**config.mk**
```make
export PLATFORM = sky130hd
export DESIGN_NAME = reset_controller_flat
export DESIGN_NICKNAME = d
export VERILOG_FILES = /design/src/rtl/reset_ctrl_pkg.sv /design/src/rtl/reset_controller_if.sv /design/src/rtl/switch_debouncer.sv /design/src/rtl/reset_controller.sv /design/src/flat_wrapper.sv
export SDC_FILE = /design/constraint.sdc
export NUM_CORES = 1
export LEC_CHECK = 0
export BUFFER_PORTS_ARGS = -buffer_cell sky130_fd_sc_hd__buf_2
export CAP_MARGIN = 20
export CORE_MARGIN = 5
export CORE_UTILIZATION = 53
export DETAILED_ROUTE_END_ITERATION = 10
export MAX_ROUTING_LAYER = met4
export PLACE_DENSITY = 0.74
export SYNTH_ARGS = -nofsm -noshare
export SYNTH_HDL_FRONTEND = slang
export SYNTH_HIERARCHICAL = 1
export SYNTH_SLANG_ARGS = --single-unit
```
**constraint.sdc**
```tcl
create_clock -name CLK -period 1.61 [get_ports CLK]
set_clock_uncertainty 0.15 [all_clocks]
set_input_delay 0.322 -clock CLK [delete_from_list [all_inputs] [get_ports CLK]]
set_output_delay 0.322 -clock CLK [all_outputs]
set_load 0.05 [all_outputs]
```
**src/rtl/reset_ctrl_pkg.sv**
```systemverilog
// rtl/reset_ctrl_pkg.sv - shared types and constants for the reset controller
// Contents: FSM state enum, default parameter values, Reset_Count width.
package reset_ctrl_pkg;

    typedef enum logic [1:0] {
        IDLE = 2'd0,
        HOLD = 2'd1,
        RUN  = 2'd2
    } rc_state_t;

    localparam int RC_SYNC_STAGES_DEF     = 2;
    localparam int RC_DEBOUNCE_CYCLES_DEF = 400000;
    localparam int RC_HOLD_CYCLES_DEF     = 16;
    localparam int RC_COUNT_W             = 8;

endpackage

```
**src/rtl/reset_controller_if.sv**
```systemverilog
// rtl/reset_controller_if.sv - switch/core-reset signal bundle of the reset controller
// Signals: SW_In (raw run switch), RST_Core, SW_Debounced, Reset_Count[7:0], Run_LED.
// master: the reset controller side; slave: the board/core side.
interface reset_controller_if;
    import reset_ctrl_pkg::*;

    logic                  SW_In;
    logic                  RST_Core;
    logic                  SW_Debounced;
    logic [RC_COUNT_W-1:0] Reset_Count;
    logic                  Run_LED;

    modport master (
        input  SW_In,
        output RST_Core,
        output SW_Debounced,
        output Reset_Count,
        output Run_LED
    );

    modport slave (
        output SW_In,
        input  RST_Core,
        input  SW_Debounced,
        input  Reset_Count,
        input  Run_LED
    );
endinterface

```
**src/rtl/switch_debouncer.sv**
```systemverilog
// rtl/switch_debouncer.sv - synchroniser and debounce counter for the run switch
// Ports: i_clk, i_rst (async active-high), i_sw (raw switch), o_sw_debounced.
module switch_debouncer #(
    parameter int SYNC_STAGES     = 2,
    parameter int DEBOUNCE_CYCLES = 400000
) (
    input  logic i_clk,
    input  logic i_rst,
    input  logic i_sw,
    output logic o_sw_debounced
);
    localparam int CNT_W = (DEBOUNCE_CYCLES > 1) ? $clog2(DEBOUNCE_CYCLES) : 1;

    logic [SYNC_STAGES-1:0] r_sync;
    logic [CNT_W-1:0]       r_cnt;
    logic                   r_sw_debounced;
    logic                   w_sync_sw;

    assign w_sync_sw      = r_sync[SYNC_STAGES-1];
    assign o_sw_debounced = r_sw_debounced;

    always_ff @(posedge i_clk or posedge i_rst) begin
        if (i_rst) begin
            r_sync         <= '0;
            r_cnt          <= '0;
            r_sw_debounced <= 1'b0;
        end else begin
            r_sync <= {r_sync[SYNC_STAGES-2:0], i_sw};
            // A level is accepted only after DEBOUNCE_CYCLES consecutive
            // mismatching samples; any agreeing sample restarts the run.
            if (w_sync_sw == r_sw_debounced) begin
                r_cnt <= '0;
            end else if (r_cnt == CNT_W'(DEBOUNCE_CYCLES - 1)) begin
                r_sw_debounced <= w_sync_sw;
                r_cnt          <= '0;
            end else begin
                r_cnt <= r_cnt + 1'b1;
            end
        end
    end
endmodule

```
**src/rtl/reset_controller.sv**
```systemverilog
// rtl/reset_controller.sv - debounced run switch to registered core reset sequencer
// Ports: CLK, RST (async active-high, from !locked), bus (reset_controller_if.master):
//   SW_In in, RST_Core / SW_Debounced / Reset_Count / Run_LED out.
module reset_controller
    import reset_ctrl_pkg::*;
#(
    parameter int SYNC_STAGES     = RC_SYNC_STAGES_DEF,
    parameter int DEBOUNCE_CYCLES = RC_DEBOUNCE_CYCLES_DEF,
    parameter int HOLD_CYCLES     = RC_HOLD_CYCLES_DEF
) (
    input  logic                CLK,
    input  logic                RST,
    reset_controller_if.master  bus
);
    localparam int HOLD_W = (HOLD_CYCLES > 1) ? $clog2(HOLD_CYCLES) : 1;
    localparam logic [RC_COUNT_W-1:0] COUNT_MAX = '1;

    logic                  w_sw_debounced;
    rc_state_t             r_state;
    logic [HOLD_W-1:0]     r_hold_cnt;
    logic                  r_rst_core;
    logic                  r_run_led;
    logic [RC_COUNT_W-1:0] r_reset_count;

    switch_debouncer #(
        .SYNC_STAGES     (SYNC_STAGES),
        .DEBOUNCE_CYCLES (DEBOUNCE_CYCLES)
    ) u_debouncer (
        .i_clk          (CLK),
        .i_rst          (RST),
        .i_sw           (bus.SW_In),
        .o_sw_debounced (w_sw_debounced)
    );

    assign bus.SW_Debounced = w_sw_debounced;
    assign bus.RST_Core     = r_rst_core;
    assign bus.Run_LED      = r_run_led;
    assign bus.Reset_Count  = r_reset_count;

    // Outputs are loaded with the value belonging to the next state on the
    // same edge as r_state, so RST_Core changes exactly on RUN entry/exit.
    always_ff @(posedge CLK or posedge RST) begin
        if (RST) begin
            r_state       <= IDLE;
            r_hold_cnt    <= '0;
            r_rst_core    <= 1'b1;
            r_run_led     <= 1'b0;
            r_reset_count <= '0;
        end else begin
            r_rst_core <= 1'b1;
            r_run_led  <= 1'b0;
            case (r_state)
                IDLE: begin
                    if (w_sw_debounced) begin
                        r_state    <= HOLD;
                        r_hold_cnt <= '0;
                    end
                end
                HOLD: begin
                    if (!w_sw_debounced) begin
                        r_state <= IDLE;
                    end else if (r_hold_cnt == HOLD_W'(HOLD_CYCLES - 1)) begin
                        r_state    <= RUN;
                        r_rst_core <= 1'b0;
                        r_run_led  <= 1'b1;
                    end else begin
                        r_hold_cnt <= r_hold_cnt + 1'b1;
                    end
                end
                RUN: begin
                    if (!w_sw_debounced) begin
                        r_state <= IDLE;
                        if (r_reset_count != COUNT_MAX) begin
                            r_reset_count <= r_reset_count + 1'b1;
                        end
                    end else begin
                        r_rst_core <= 1'b0;
                        r_run_led  <= 1'b1;
                    end
                end
                default: r_state <= IDLE;
            endcase
        end
    end
endmodule

```
**src/flat_wrapper.sv**
```systemverilog
// flat-port wrapper written by rule: the top's interface ports become plain ports
module reset_controller_flat import reset_ctrl_pkg::*;
#(
    parameter int SYNC_STAGES     = RC_SYNC_STAGES_DEF,
    parameter int DEBOUNCE_CYCLES = RC_DEBOUNCE_CYCLES_DEF,
    parameter int HOLD_CYCLES     = RC_HOLD_CYCLES_DEF
)
  (CLK, RST, bus_SW_In, bus_RST_Core, bus_SW_Debounced, bus_Reset_Count, bus_Run_LED);
  reset_controller_if bus_i ();
  input  logic CLK;
  input  logic RST;
  input wire logic [$bits(bus_i.SW_In)-1:0] bus_SW_In;
  output wire logic [$bits(bus_i.RST_Core)-1:0] bus_RST_Core;
  output wire logic [$bits(bus_i.SW_Debounced)-1:0] bus_SW_Debounced;
  output wire logic [$bits(bus_i.Reset_Count)-1:0] bus_Reset_Count;
  output wire logic [$bits(bus_i.Run_LED)-1:0] bus_Run_LED;
  assign bus_i.SW_In = bus_SW_In;
  assign bus_RST_Core = bus_i.RST_Core;
  assign bus_SW_Debounced = bus_i.SW_Debounced;
  assign bus_Reset_Count = bus_i.Reset_Count;
  assign bus_Run_LED = bus_i.Run_LED;
  reset_controller #(.SYNC_STAGES(SYNC_STAGES), .DEBOUNCE_CYCLES(DEBOUNCE_CYCLES), .HOLD_CYCLES(HOLD_CYCLES)) u_core (.CLK(CLK), .RST(RST), .bus(bus_i));
endmodule
```
==> reports/qor.yml <==
run_status:
  status: "finished, violations left"
  violations: "setup timing"
cts:
  clockBufferDepth: 2
  clk_latency_ps: 340
  cts_made_buffers: 5
  htree_levels: 2
  cts-root-buf: "clkbuf_4"
  clk_pin_slew_worst_paths_ps: 110
  tritoncts: "built"
  clock_sinks: 38
grt:
  antenna_found_initial: 0
  grt_usage_pct: 20.0
  grt_pass1_wl_um: 7810
  overflow: 0
  grt_start_max_net_pins: 23
  grt_pass1_vias: 1777
setup_path:
  critPathArrivalTime_ps: 1840
  path_max_fanout: 3
  cpMostUsedCell: "or3_4"
  cp_slowest_cell: "dfrtp_1"
  r2r-start: "u_core/u_debouncer/r_cnt[13]$_DFF_PP0_"
  cp_top_family: "simple AND/OR/NAND/NOR gates"
  worstPathRequired_ps: 1730
  path_buf_inv: 0
  worst-setup-path-type: "reg2reg"
  worst_setup_path_end_kind: "flop"
  crit_chain: "nand4_1 -> or3_4 -> or3_4 -> a21oi_2"
  cp_slowest_stage_delay_ps: 420
  cp-start-kind: "flop"
  crit_path_start: "u_core/u_debouncer/r_cnt[13]$_DFF_PP0_"
yosys:
  syn-num-nets: 201
  yosys.area.top_type: "dfrtp_1"
  synthFlopType: "dfrtp_1"
  synth_edf_count: 0
  syn_area_sq_mm: 0.00192
  synth_area_per_cell_sq_um: 10.0
  yosys_register_bits: 38
  synthTopCellsByCount: "dfrtp_1, nor2_1, nand2_1, xnor2_1, inv_1"
  synth_top_area_share_pct: 48.2
  ys_seq_area_share_pct: 49.5
  synth_cell_types: 36
  async_reset_ff_share_pct: 100
  yosys_warnings: 6
  yosysMostFrequentCell: "dfrtp_1"
  syn_inst: 192
  synth_area_leaders: "dfrtp_1, xnor2_1, nor2_1"
floorplanning:
  die-area_sq_mm: 0.00493
  num_rows: 21
  initial_core_util_pct: 56.3
  ioPinCount: 14
  die_x_um: 70.2
  fp.coreArea_sq_mm: 0.00342
  die_h_um: 70.2
routing:
  viasPerCell: 5.67
  avgRoutedWirePerCell_um: 16.2
  postRouteAntennaNets: 0
  drt-total-wl_um: 4900
  drt_iter0_drc: 175
  drcViolationCount: 0
  drtPass1Iterations: 4
  vias: 1713
min_path:
  hold_start: "u_core/u_debouncer/r_sync[0]$_DFF_PP0_"
  hold_path.class: "reg2reg"
power_and_ir_drop:
  p_int_mw: 1.17
  p_leak_nw: 1.15
  pwr-share-comb_pct: 4.9
  switching_share_pct: 23.3
  p_seq_share_pct: 63.8
  powerDensity_mw_per_mm2: 573
  clockPowerShare_pct: 31.3
  power_switching_mw: 0.356
  ir_drop_uv: 411
placed_design:
  place_hpwl_um: 3230
  gp_congestion: 0.865
  port_buffers: 13
cells_and_area:
  num_antenna_cells: 0
  fin_util_pct: 77.9
  layout.nets: 264
  area_growth_pct: 38.5
  drive_gt1_share_pct: 44.1
timing:
  slew_viol_final: 0
  finalHoldViolCount: 0
  tightest_slew_ps: 606
  clock.fmax_ghz: 0.579
  holdWs_ps: 212
  rsz0062_at_grt: "true"
  min_period_over_period_pct: 107
  period_needed_ps: 1730
  slew-limit-headroom_pct: 59.6
  setup_viol_count_final: 18
  timing.final.ws_setup_ps: -116
flow_run:
  drv_cap: 0
## state kept, by name (all words and copies together), names as in the netlist
signal	cells
u_core/u_debouncer/r_cnt	19
u_core/bus.Reset_Count	8
u_core/r_hold_cnt	4
u_core/r_state	2
u_core/u_debouncer/r_sync	2
u_core/bus.RST_Core	1
u_core/bus.Run_LED	1
u_core/u_debouncer/o_sw_debounced	1
## layout by cell type (no fill, tap or decap), types with 5 or more instances in the layout
cell type  count
inv_1          9
nand4_1        7
nand2_1       17
nand3_1        7
a21oi_1        6
dfrtp_1       28
xnor2_1       18
dfrtp_2        9
buf_2         10
nor2_1        15
nor2_2         7
o21ai_0        5
clkbuf_4       7
buf_4         38
buf_6          5
## worst reg2reg max path, stage by stage (launching register included)
cell and delay, ps:
dfrtp_1 420, nand4_1 150, or3_4 410, or3_4 370, a21oi_2 160
## per-layer routing
metal / routed length (um) / vias to the layer above / GRT usage, %
li1: - / 795 / -
met1: 1970 / 856 / 22.1
met2: 2610 / 49 / 35.0
met3: 210 / 13 / 4.16
met4: 109 / 0 / 8.51
met5: 0 / - / -
## per-stage QoR
step	std cells	setup WS [ps]	TNS (ps)	instance area (sq um)	total power [mW]
global route	302	-198	-3340	2660	1.60
CTS	296	-86.8	-980	2490	1.53
floorplan	192	-102	-397	1980	1.03
detailed placement	283	-74.2	-467	2350	1.05
finish	302	-116	-1460	2660	1.53
global placement	283	-31.1	-52.1	2350	1.05
## area by class of cell
cell class / count / area [sq um]
clock buffer: 8 / 48.8
fill: 221 / 753
inverter: 11 / 43.8
multi-input combinational: 140 / 1080
sequential: 38 / 963
tap: 46 / 57.6
timing repair buffer: 59 / 467
## final timing paths
path	to	slack, ps	depth (start not counted)
hold / removal	u_core/u_debouncer/r_sync[1]$_DFF_PP0_	210	0
max in group asynchronous	u_core/bus.Reset_Count[0]$_DFFE_PP0P_	450	3
min in group asynchronous	u_core/u_debouncer/r_cnt[6]$_DFF_PP0_	410	4
setup reg to reg	u_core/u_debouncer/r_cnt[18]$_DFF_PP0_	-120	4
setup / recovery	u_core/u_debouncer/r_cnt[18]$_DFF_PP0_	-120	4
hold reg to reg	u_core/u_debouncer/r_sync[1]$_DFF_PP0_	210	0
## repair_timing
item	4_1_cts	5_1_grt
setup endpoints to repair	21	29
buffers inserted	3	6
cloned	0	0
hold buffers	2	0
gates resized for setup	15	35
pin swaps	6	12
hold endpoints to repair	38	0
## cell families after synthesis
group | share of synthesized area (%)
flip-flops | 49.5
AO/OA/AOI/OAI | 7.49
XOR/XNOR | 10.0
AND/OR/NAND/NOR | 23.9
adder cells (fa/ha/maj) | 3.91
multiplexers | 2.28
buffers and inverters | 2.86
## power by group through the flow
stage          clock network, mW  registers (mW)  logic [mW]
6_report                   0.477           0.973      0.0752
5_1_grt                    0.536           0.974      0.0856
4_1_cts                    0.485           0.972      0.0742
3_5_place_dp                   0           0.990      0.0622
3_3_place_gp                   0           0.990      0.0597
2_1_floorplan                  0           0.989      0.0388
Power figures use the tool's default switching activity.
